File: src/rtl/rhs_spi_slave.sv
// rtl/rhs_spi_slave.sv - SPI responder (CPOL=0, MSB first) for the RHS 32-bit command link
module rhs_spi_slave #(
    parameter int   SYNC_STAGES = 2,
    parameter int   WORD_BITS   = 32,
    parameter logic IDLE_MISO   = 1'b0
) (
    input  logic        clk,
    input  logic        rstn,
    input  logic        SCLK,
    input  logic        CS,
    input  logic        MOSI,
    output logic        MISO,
    input  logic [31:0] tx_data,
    output logic [31:0] rx_data,
    output logic        rx_valid,
    output logic        frame_error,
    output logic        busy
);

    typedef enum logic [1:0] {
        ST_IDLE  = 2'd0,
        ST_SHIFT = 2'd1,
        ST_END   = 2'd2
    } state_t;

    // Full-frame bit count; the 6-bit counter saturates here.
    localparam logic [5:0] LP_FULL = 6'(WORD_BITS);

    logic [SYNC_STAGES-1:0] r_sclk_sync;
    logic [SYNC_STAGES-1:0] r_cs_sync;
    logic [SYNC_STAGES-1:0] r_mosi_sync;
    logic                   r_sclk_d;
    logic                   r_cs_d;

    state_t      r_state;
    logic [5:0]  r_bit_cnt;
    logic [31:0] r_rx_shift;
    logic [31:0] r_tx_shift;
    logic        r_overrun;
    logic        r_cs_pend;

    logic w_sclk_s;
    logic w_cs_s;
    logic w_mosi_s;
    logic w_sclk_rise;
    logic w_sclk_fall;
    logic w_cs_fall;
    logic w_cs_rise;

    assign w_sclk_s    = r_sclk_sync[SYNC_STAGES-1];
    assign w_cs_s      = r_cs_sync[SYNC_STAGES-1];
    assign w_mosi_s    = r_mosi_sync[SYNC_STAGES-1];
    assign w_sclk_rise = w_sclk_s & ~r_sclk_d;
    assign w_sclk_fall = ~w_sclk_s & r_sclk_d;
    assign w_cs_fall   = ~w_cs_s & r_cs_d;
    assign w_cs_rise   = w_cs_s & ~r_cs_d;

    // Bring SCLK/CS/MOSI into the clk domain; MOSI uses the same depth as SCLK so a
    // synced rising edge always sees the data bit the master set up before it.
    always_ff @(posedge clk or negedge rstn) begin
        if (!rstn) begin
            r_sclk_sync <= '0;
            r_cs_sync   <= '1;
            r_mosi_sync <= '0;
            r_sclk_d    <= 1'b0;
            r_cs_d      <= 1'b1;
        end else begin
            r_sclk_sync <= {r_sclk_sync[SYNC_STAGES-2:0], SCLK};
            r_cs_sync   <= {r_cs_sync[SYNC_STAGES-2:0], CS};
            r_mosi_sync <= {r_mosi_sync[SYNC_STAGES-2:0], MOSI};
            r_sclk_d    <= w_sclk_s;
            r_cs_d      <= w_cs_s;
        end
    end

    // Frame FSM: capture response at CS fall, shift both directions, judge the frame at CS rise.
    always_ff @(posedge clk or negedge rstn) begin
        if (!rstn) begin
            r_state     <= ST_IDLE;
            r_bit_cnt   <= '0;
            r_rx_shift  <= '0;
            r_tx_shift  <= '0;
            r_overrun   <= 1'b0;
            r_cs_pend   <= 1'b0;
            MISO        <= IDLE_MISO;
            rx_data     <= '0;
            rx_valid    <= 1'b0;
            frame_error <= 1'b0;
            busy        <= 1'b0;
        end else begin
            rx_valid    <= 1'b0;
            frame_error <= 1'b0;
            case (r_state)
                ST_IDLE: begin
                    MISO <= IDLE_MISO;
                    busy <= 1'b0;
                    // A CS fall seen during END is remembered and started here.
                    if (w_cs_fall || r_cs_pend) begin
                        r_tx_shift <= tx_data;
                        MISO       <= tx_data[31];
                        r_bit_cnt  <= '0;
                        r_overrun  <= 1'b0;
                        r_cs_pend  <= 1'b0;
                        busy       <= 1'b1;
                        r_state    <= ST_SHIFT;
                    end
                end
                ST_SHIFT: begin
                    if (w_sclk_rise) begin
                        if (r_bit_cnt < LP_FULL) begin
                            r_rx_shift <= {r_rx_shift[30:0], w_mosi_s};
                            r_bit_cnt  <= r_bit_cnt + 6'd1;
                        end else begin
                            r_overrun <= 1'b1;
                        end
                    end
                    if (w_sclk_fall) begin
                        if (r_bit_cnt < LP_FULL) begin
                            r_tx_shift <= r_tx_shift << 1;
                            MISO       <= r_tx_shift[30];
                        end else begin
                            MISO <= IDLE_MISO;
                        end
                    end
                    // A same-cycle SCLK rise is counted above before the frame closes.
                    if (w_cs_rise) begin
                        busy    <= 1'b0;
                        r_state <= ST_END;
                    end
                end
                ST_END: begin
                    if (r_bit_cnt == LP_FULL && !r_overrun) begin
                        rx_data  <= r_rx_shift;
                        rx_valid <= 1'b1;
                    end else begin
                        frame_error <= 1'b1;
                    end
                    MISO      <= IDLE_MISO;
                    busy      <= 1'b0;
                    r_cs_pend <= w_cs_fall;
                    r_state   <= ST_IDLE;
                end
                default: begin
                    r_state <= ST_IDLE;
                end
            endcase
        end
    end

endmodule

File: config.mk
export PLATFORM = sky130hd
export DESIGN_NAME = rhs_spi_slave
export DESIGN_NICKNAME = d
export VERILOG_FILES = /design/src/rtl/rhs_spi_slave.sv
export SDC_FILE = /design/constraint.sdc
export NUM_CORES = 1
export LEC_CHECK = 0
export BUFFER_PORTS_ARGS = -buffer_cell sky130_fd_sc_hd__buf_2
export CAP_MARGIN = 20
export CORE_MARGIN = 8
export CORE_UTILIZATION = 40
export DETAILED_ROUTE_END_ITERATION = 8
export PLACE_DENSITY = 0.6
export SLEW_MARGIN = 10
export SYNTH_ARGS = -nofsm -noshare
export SYNTH_HDL_FRONTEND = slang
export SYNTH_SLANG_ARGS = --single-unit
File: constraint.sdc
create_clock -name clk -period 3.3 [get_ports clk]
set_input_delay 0.66 -clock clk [delete_from_list [all_inputs] [get_ports clk]]
set_output_delay 0.66 -clock clk [all_outputs]
set_load 0.02 [all_outputs]
==> key figures, run 1 <==
Cells and area
  • Share of cells above drive strength 1: 0.400
  • Fillers: around 1,100
  • Nets: around 480
  • Diode count: 0
  • Layout area overhead: 20.9%
  • Final instance area: 6070 µm²

Timing
  • Final setup vio count: 0
  • Slew Limit Fails: 0
  • RSZ-0062 raised after global routing: no
  • Period utilization: 0.673
  • Worst Tran Pin Value: 1.04 ns
  • Setup Skew: between 0.01 and 0.015 ns
  • Relative slew slack: 0.304
  • Max Fclk: between 0.4 and 0.5 GHz
  • Total negative setup slack: 0 ns
  • Period minus WS final: 2.22 ns
  • Final Hold Viols: 0

Route
  • Initial DRC Count: ~180
  • Antenna-violating nets left: 0
  • Residual DRC count: 0
  • Final WL: around 9.5 mm
  • DRT Pass-1 Iters: 5
  • Vias per std cell: 5.05
  • Wire length per cell: 15.3 µm
  • Vias: 3,158

Die
  • Die footprint: between 15,000 and 20,000 µm²
  • Starting Density: 0.403
  • FP Rows: 41
  • DIE WIDTH: 128 µm
  • Die height: 128 µm
  • Ports: 73
  • Core Region: 12,500 µm²

Synth
  • Netlist Area Pre-Place: roughly 5000 µm²
  • Cell with the most instances after synthesis: dfrtp_1
  • Avg Inst Size Synth: 13.6 µm²
  • Commonest cells post-synth: dfrtp_1, mux2_2, a21oi_1, a31oi_1, mux2i_1
  • Synth top area share: 0.568
  • Largest cells by area after synthesis: dfrtp_1, mux2_4, mux2_2
  • Synth warn: 0
  • Top cell type by total area after synthesis: dfrtp_1
  • Syn Inst Count: 370
  • Fraction of registers with async set/reset: 1.00
  • Syn nets: 413
  • Register bit total from synthesis: 117
  • Sequential share of the synthesized area: 0.584
  • EDFF count, synth: 0
  • Prevailing post-synth register cell: dfrtp_1
  • Cell variety after synth: 40

Clock network
  • Clock sinks: 117
  • CTS Buffer Depth: 2
  • Clk slew on worst S/H paths: ~0.060 ns
  • TritonCTS clock tree: yes
  • H-Tree Depth: 4
  • Postcts setup bufs: 0
  • CTS Root Cell: clkbuf_16
  • Num CTS Buffers: 17
  • # resized after CTS: 0
  • Clk_lat worst skew: a little over 0.4 ns
  • Cts hold-fix bufs: 0

Placed design
  • DP Wirelength: 6.16 mm
  • Port-buffer cells: a little over 70
  • Final Wtd Congestion: slightly below 0.8
  • Placed Area: about 5500 µm²

GRT
  • Tot GR Track Use: 0.126
  • Largest net degree at the start of global routing: between 60 and 70
  • Grt total ovfl: 0
  • Initial antenna violation count: 0
  • First-pass GRT wire length: 16.4 mm
  • Vias in the first global route: 3,384

Setup path
  • Slowest library cell on the worst path: o221a_2
  • CP Data Required Time: around 3.6 ns
  • Crit path kind: flop to flop
  • Slowest stage delay, CP: 0.57 ns
  • CP Cell Sequence: inv_1 > ha_1 > nand2b_1 > o221a_2 > buf_12 > a21oi_1 > a31oi_1
  • Maximum fanout along the worst path: 39
  • WP data arrival: approximately 2.5 ns
  • Top cell family by delay on the critical path: compound AO/OA/AOI/OAI gates
  • Critical Path End Type: flop
  • Buf+Inv Stages, Crit Path: 2
  • Critical Path Start Type: flop

Power
  • Worst vdd ir: slightly below 0.5 mV
  • Pwr Density: 784 nW/µm²
  • Static leakage: between 2 and 3 nW

Outcome
  • Status: finished, final reports clean

Hold path
  • Hold/Removal Path Class: input port to async pin

Job
  • Max cap viols: 0
==> cells by family after synthesis <==
family                     after synthesis  share of synthesized area
AOI/OAI and AO/OA                       85                      0.102
adders and majority gates                6                     0.0149
buffers and inverters                   33                     0.0351
DFF                                    117                      0.584
muxes                                   94                      0.225
and+or+nand+nor                         35                     0.0391
==> power by group <==
group,switching [mW],internal (mW),total [mW]
Combinational,0.700,0.485,1.19
Clock,0.669,1.04,1.71
Sequential,0.156,1.71,1.86
==> cell usage in the layout, fill, tap and decap left out, types with 4 or more instances in the layout <==
| cell | instances |
|---|---|
| a21oi_1 | 34 |
| a31oi_1 | 34 |
| buf_2 | 71 |
| clkbuf_16 | 17 |
| clkinv_2 | 4 |
| clkinv_4 | 5 |
| dfrtp_1 | 114 |
| ha_1 | 5 |
| inv_1 | 7 |
| inv_6 | 4 |
| mux2_2 | 35 |
| mux2_4 | 29 |
| mux2i_1 | 30 |
| nand2_1 | 9 |
| nand3_1 | 4 |
| nor2_1 | 4 |
| o21ai_0 | 5 |
==> final cells by class <==
class,instances,area (µm²),share of cell area
tap,172,215,0.0354
sequential,117,2930,0.483
clock buffer,18,429,0.0707
clock inverter,14,129,0.0212
timing repair buffer,76,418,0.0688
multi-input combinational,220,1920,0.316
inverter,8,30.0,0.00494
==> final timing paths <==
check | slack, ns | end | cells after the start | startpoint
max | 1.08 | r_tx_shift[23] | 7 | r_state[0]
min | 0.28 | rx_data[7] | 1 | rstn
max reg2reg | 1.08 | r_tx_shift[23] | 7 | r_state[0]
min reg2reg | 0.35 | r_sclk_sync[1] | 0 | r_sclk_sync[0]
max in group asynchronous | 2.22 | r_cs_sync[1] | 2 | rstn
min in group clk | 0.35 | r_cs_sync[0] | 1 | CS
==> sequential cells by signal, indices dropped and copies added (netlist names), 2 cells and up <==
| signal | flops |
|---|---|
| r_rx_shift | 32 |
| rx_data | 32 |
| r_tx_shift | 31 |
| r_bit_cnt | 6 |
| r_cs_sync | 2 |
| r_mosi_sync | 2 |
| r_sclk_sync | 2 |
| r_state | 2 |
==> metal layers <==
layer,vias up,routed length [µm],global-route usage
met5,-,0,0
met4,0,87,0.0483
met3,8,549,0.0520
met2,77,4540,0.203
met1,1565,4360,0.148
li1,1508,-,-
==> stage by stage <==
stage               utilization  hold WS [ns]  total power [mW]  instances  setup slack, ns
detailed placement        0.442         0.346              3.08        593             1.11
floorplan                     -         0.331              2.80        370             1.54
global placement          0.442         0.342              3.03        593             1.16
CTS                       0.487         0.286              4.83        625             1.10
global route              0.487         0.308              5.07        625            0.876
finish                    0.487         0.275              4.76        625             1.08
No activity file was read; power rests on OpenSTA's default activity.
==> inputs of run 2 (changes only) <==
ABC_AREA = 1   (was not set)
PLACE_DENSITY = 0.62   (was 0.6)
clock period = 1.96 ns   (was 3.3 ns; I/O delays follow)
==> run 2 against run 1 <==
Die area increased by 1.3%. Utilization increased by 1.2 points. First-iteration DRC count increased by 25%. Cell count grew 34%. Worst hold slack got worse by 0.20 ns. Clock power rose by 87%. Sequential share of layout area down 1.3 points. Largest cell class unchanged.
==> key figures, run 2 <==
Power
  • Sequential Power Share: 0.359 (was 0.391)
  • Switching Fraction: 0.335 (was 0.320)
  • Static leakage: 3.21 nW (was 3.00 nW)
  • Worst vdd ir: 0.793 mV (was 0.497 mV)
  • Comb pwr share: 0.278 (was 0.249)
  • Clock share of power: 0.363 (was 0.360)
  • Internal power: 5.87 mW (was 3.23 mW)
  • Total power: 8.82 mW (was 4.76 mW)
  • P_sw: 2.96 mW (was 1.53 mW)
  • Pwr Density: 1410 nW/µm² (was 784 nW/µm²)

Timing
  • Total negative setup slack: 0 ns (unchanged)
  • Period utilization: 0.887 (was 0.673)
  • Max Fclk: 0.575 GHz (was 0.450 GHz)
  • Final Hold Viols: 0 (unchanged)
  • Setup ws final: 0.222 ns (was 1.08 ns)
  • Relative slew slack: 0.743 (was 0.304)
  • Slew Limit Fails: 0 (unchanged)
  • Worst Hold Margin: 0.0777 ns (was 0.275 ns)
  • Worst Tran Pin Value: 0.384 ns (was 1.04 ns)
  • Final setup vio count: 0 (unchanged)
  • Setup Skew: 0.0128 ns (was 0.0108 ns)
  • RSZ-0062 raised after global routing: no (unchanged)
  • Period minus WS final: 1.74 ns (was 2.22 ns)

Synth
  • Synth warn: 0 (unchanged)
  • Sequential share of the synthesized area: 0.575 (was 0.584)
  • Post-synthesis adder-cell area fraction: 0.0147 (was 0.0149)
  • Avg Inst Size Synth: 8.84 µm² (was 13.6 µm²)
  • Area share of and/or/nand/nor cells after synthesis: 0.239 (was 0.0391)
  • Largest cells by area after synthesis: dfrtp_1, nand2_1, o21ai_0 (was dfrtp_1, mux2_4, mux2_2)
  • Syn Inst Count: 577 (was 370)
  • EDFF count, synth: 0 (unchanged)
  • Top cell type by total area after synthesis: dfrtp_1 (unchanged)
  • Largest family of logic cells by synthesized area: simple AND/OR/NAND/NOR gates (was multiplexers)
  • Cell variety after synth: 29 (was 40)
  • Mux cell area share after synthesis: 0 (was 0.225)
  • Syn nets: 620 (was 413)
  • Synth top area share: 0.559 (was 0.568)
  • Netlist Area Pre-Place: 5100 µm² (was 5020 µm²)
  • Prevailing post-synth register cell: dfrtp_1 (unchanged)
  • XOR/XNOR share of the synthesized area: 0.00172 (was 0)
  • Area fraction in compound gates after synthesis: 0.0922 (was 0.102)
  • Commonest cells post-synth: nand2_1, dfrtp_1, o21ai_0, inv_1, o21ai_1 (was dfrtp_1, mux2_2, a21oi_1, a31oi_1, mux2i_1)
  • Fraction of registers with async set/reset: 1.00 (unchanged)
  • Cell with the most instances after synthesis: nand2_1 (was dfrtp_1)
  • Register bit total from synthesis: 117 (unchanged)

Clock network
  • TritonCTS clock tree: yes (unchanged)
  • CTS Buffer Depth: 2 (unchanged)
  • Clk slew on worst S/H paths: 0.05 ns (was 0.06 ns)
  • Clk_lat worst skew: 0.41 ns (about the same)
  • H-Tree Depth: 4 (unchanged)
  • Num CTS Buffers: 17 (unchanged)
  • Postcts setup bufs: 0 (unchanged)
  • Clock sinks: 117 (unchanged)
  • CTS Root Cell: clkbuf_16 (unchanged)

Die
  • Die footprint: 16,600 µm² (was 16,400 µm²)
  • Core Region: 12,500 µm² (about the same)
  • Starting Density: 0.407 (was 0.403)
  • DIE WIDTH: 129 µm (was 128 µm)
  • Ports: 73 (unchanged)
  • Die height: 129 µm (was 128 µm)
  • FP Rows: 41 (unchanged)

Cells and area
  • Core Util, Final: 0.499 (was 0.487)
  • Most common cell after layout, fill and taps aside: nand2_1 (was dfrtp_1)
  • Layout area overhead: 22.5% (was 20.9%)
  • Share of cells above drive strength 1: 0.227 (was 0.400)
  • Most frequent cells in the layout: nand2_1, dfrtp_1, buf_2 (was dfrtp_1, buf_2, mux2_2)
  • Largest regs: r_rx_shift (32), rx_data (32), r_tx_shift (31) (unchanged)
  • Nets: 696 (was 483)
  • Diode count: 0 (unchanged)

Placed design
  • Final Wtd Congestion: 0.808 (was 0.788)
  • Worst slack, placed: 0.160 ns (was 1.11 ns)
  • DP Wirelength: 7.13 mm (was 6.16 mm)
  • Port-buffer cells: 72 (unchanged)

Route
  • Initial DRC Count: 230 (was 184)
  • Vias per std cell: 4.56 (was 5.05)
  • Final WL: 10.5 mm (was 9.54 mm)
  • Vias: 3,818 (was 3,158)
  • Residual DRC count: 0 (unchanged)
  • DRT Pass-1 Iters: 4 (was 5)
  • Antenna-violating nets left: 0 (unchanged)
  • Wire length per cell: 12.5 µm (was 15.3 µm)

GRT
  • Vias in the first global route: 3,973 (was 3,384)
  • Largest net degree at the start of global routing: 53 (was 69)
  • Initial antenna violation count: 0 (unchanged)
  • First-pass GRT wire length: 18.6 mm (was 16.4 mm)
  • Tot GR Track Use: 0.140 (was 0.126)
  • Grt total ovfl: 0 (unchanged)

Setup path
  • Maximum fanout along the worst path: 31 (was 39)
  • Crit path kind: flop to flop (unchanged)
  • WP data arrival: 2.05 ns (was 2.53 ns)
  • CP Data Required Time: 2.28 ns (was 3.61 ns)
  • Critical Path End Type: flop (unchanged)
  • R2R depth: 6 (was 7)
  • Critical Path Start Type: flop (unchanged)

Hold path
  • Hold/Removal Path Class: input port to flop (was input port to async pin)
  • Hold path depth: 1

Outcome
  • Status: finished, final reports clean (unchanged)

Job
  • Max cap viols: 0 (unchanged)
## run 2: cell type report
type,count,area (µm²)
repair buffers,82,519
multi-input cells,387,1770
inverters,48,185
well taps,172,215
clock buffers,24,502
fillers,1193,6270
flip-flops and latches,117,2930
clock inverters,8,120
## run 2: power by group through the flow
| stage | Sequential, mW | Clock (mW) | Combinational (mW) |
|---|---|---|---|
| after floorplan | 3.16 | 0 | 2.06 |
| after detailed placement | 3.20 | 0 | 2.48 |
| after global placement | 3.19 | 0 | 2.39 |
| after CTS | 3.17 | 3.28 | 2.49 |
| final | 3.17 | 3.20 | 2.45 |
| after global routing | 3.23 | 3.39 | 2.87 |
## run 2: worst paths after layout
| kind | startpoint | to | slack (ns) |
|---|---|---|---|
| max in group asynchronous | rstn | r_rx_shift[26] | 0.92 |
| max | r_state[1] | r_bit_cnt[5] | 0.22 |
| min | CS | r_cs_sync[0] | 0.08 |
| min in group asynchronous | rstn | r_tx_shift[11] | 0.45 |
| max reg2reg | r_state[1] | r_bit_cnt[5] | 0.22 |
| min reg2reg | r_mosi_sync[0] | r_mosi_sync[1] | 0.35 |
## run 2: what timing repair did
action,4_1_cts,5_1_grt
endpoints found under the hold margin,21,0
hold buffers,1,0
resized for setup,0,1
setup endpoints to repair,0,1
## run 2: worst max-delay path: stages (launching register included)
cell and delay, ns:
dfrtp_1 0.41, inv_1 0.10, ha_1 0.27, buf_4 0.19
buf_6 0.25, nand4_1 0.20, o21ai_0 0.23
## run 2: cells by family after synthesis
kind of cell	after synthesis
simple gates	299
flops	117
fa+ha+maj	6
buf+inv	73
xor+xnor	1
compound gates	81
## run 2: stage by stage
step                      std cells  instance area, µm²
final                           838                6250
after global routing            838                6250
after detailed placement        805                5610
after CTS                       838                6240
after floorplan                 577                5100
after global placement          805                5610
## run 2: routing by layer
layer,wire length (µm),part of all wire,track usage
met5,0,0,0
met2,4920,0.47,0.220
met4,78,0.0074,0.0491
met3,654,0.062,0.0604
met1,4830,0.46,0.169
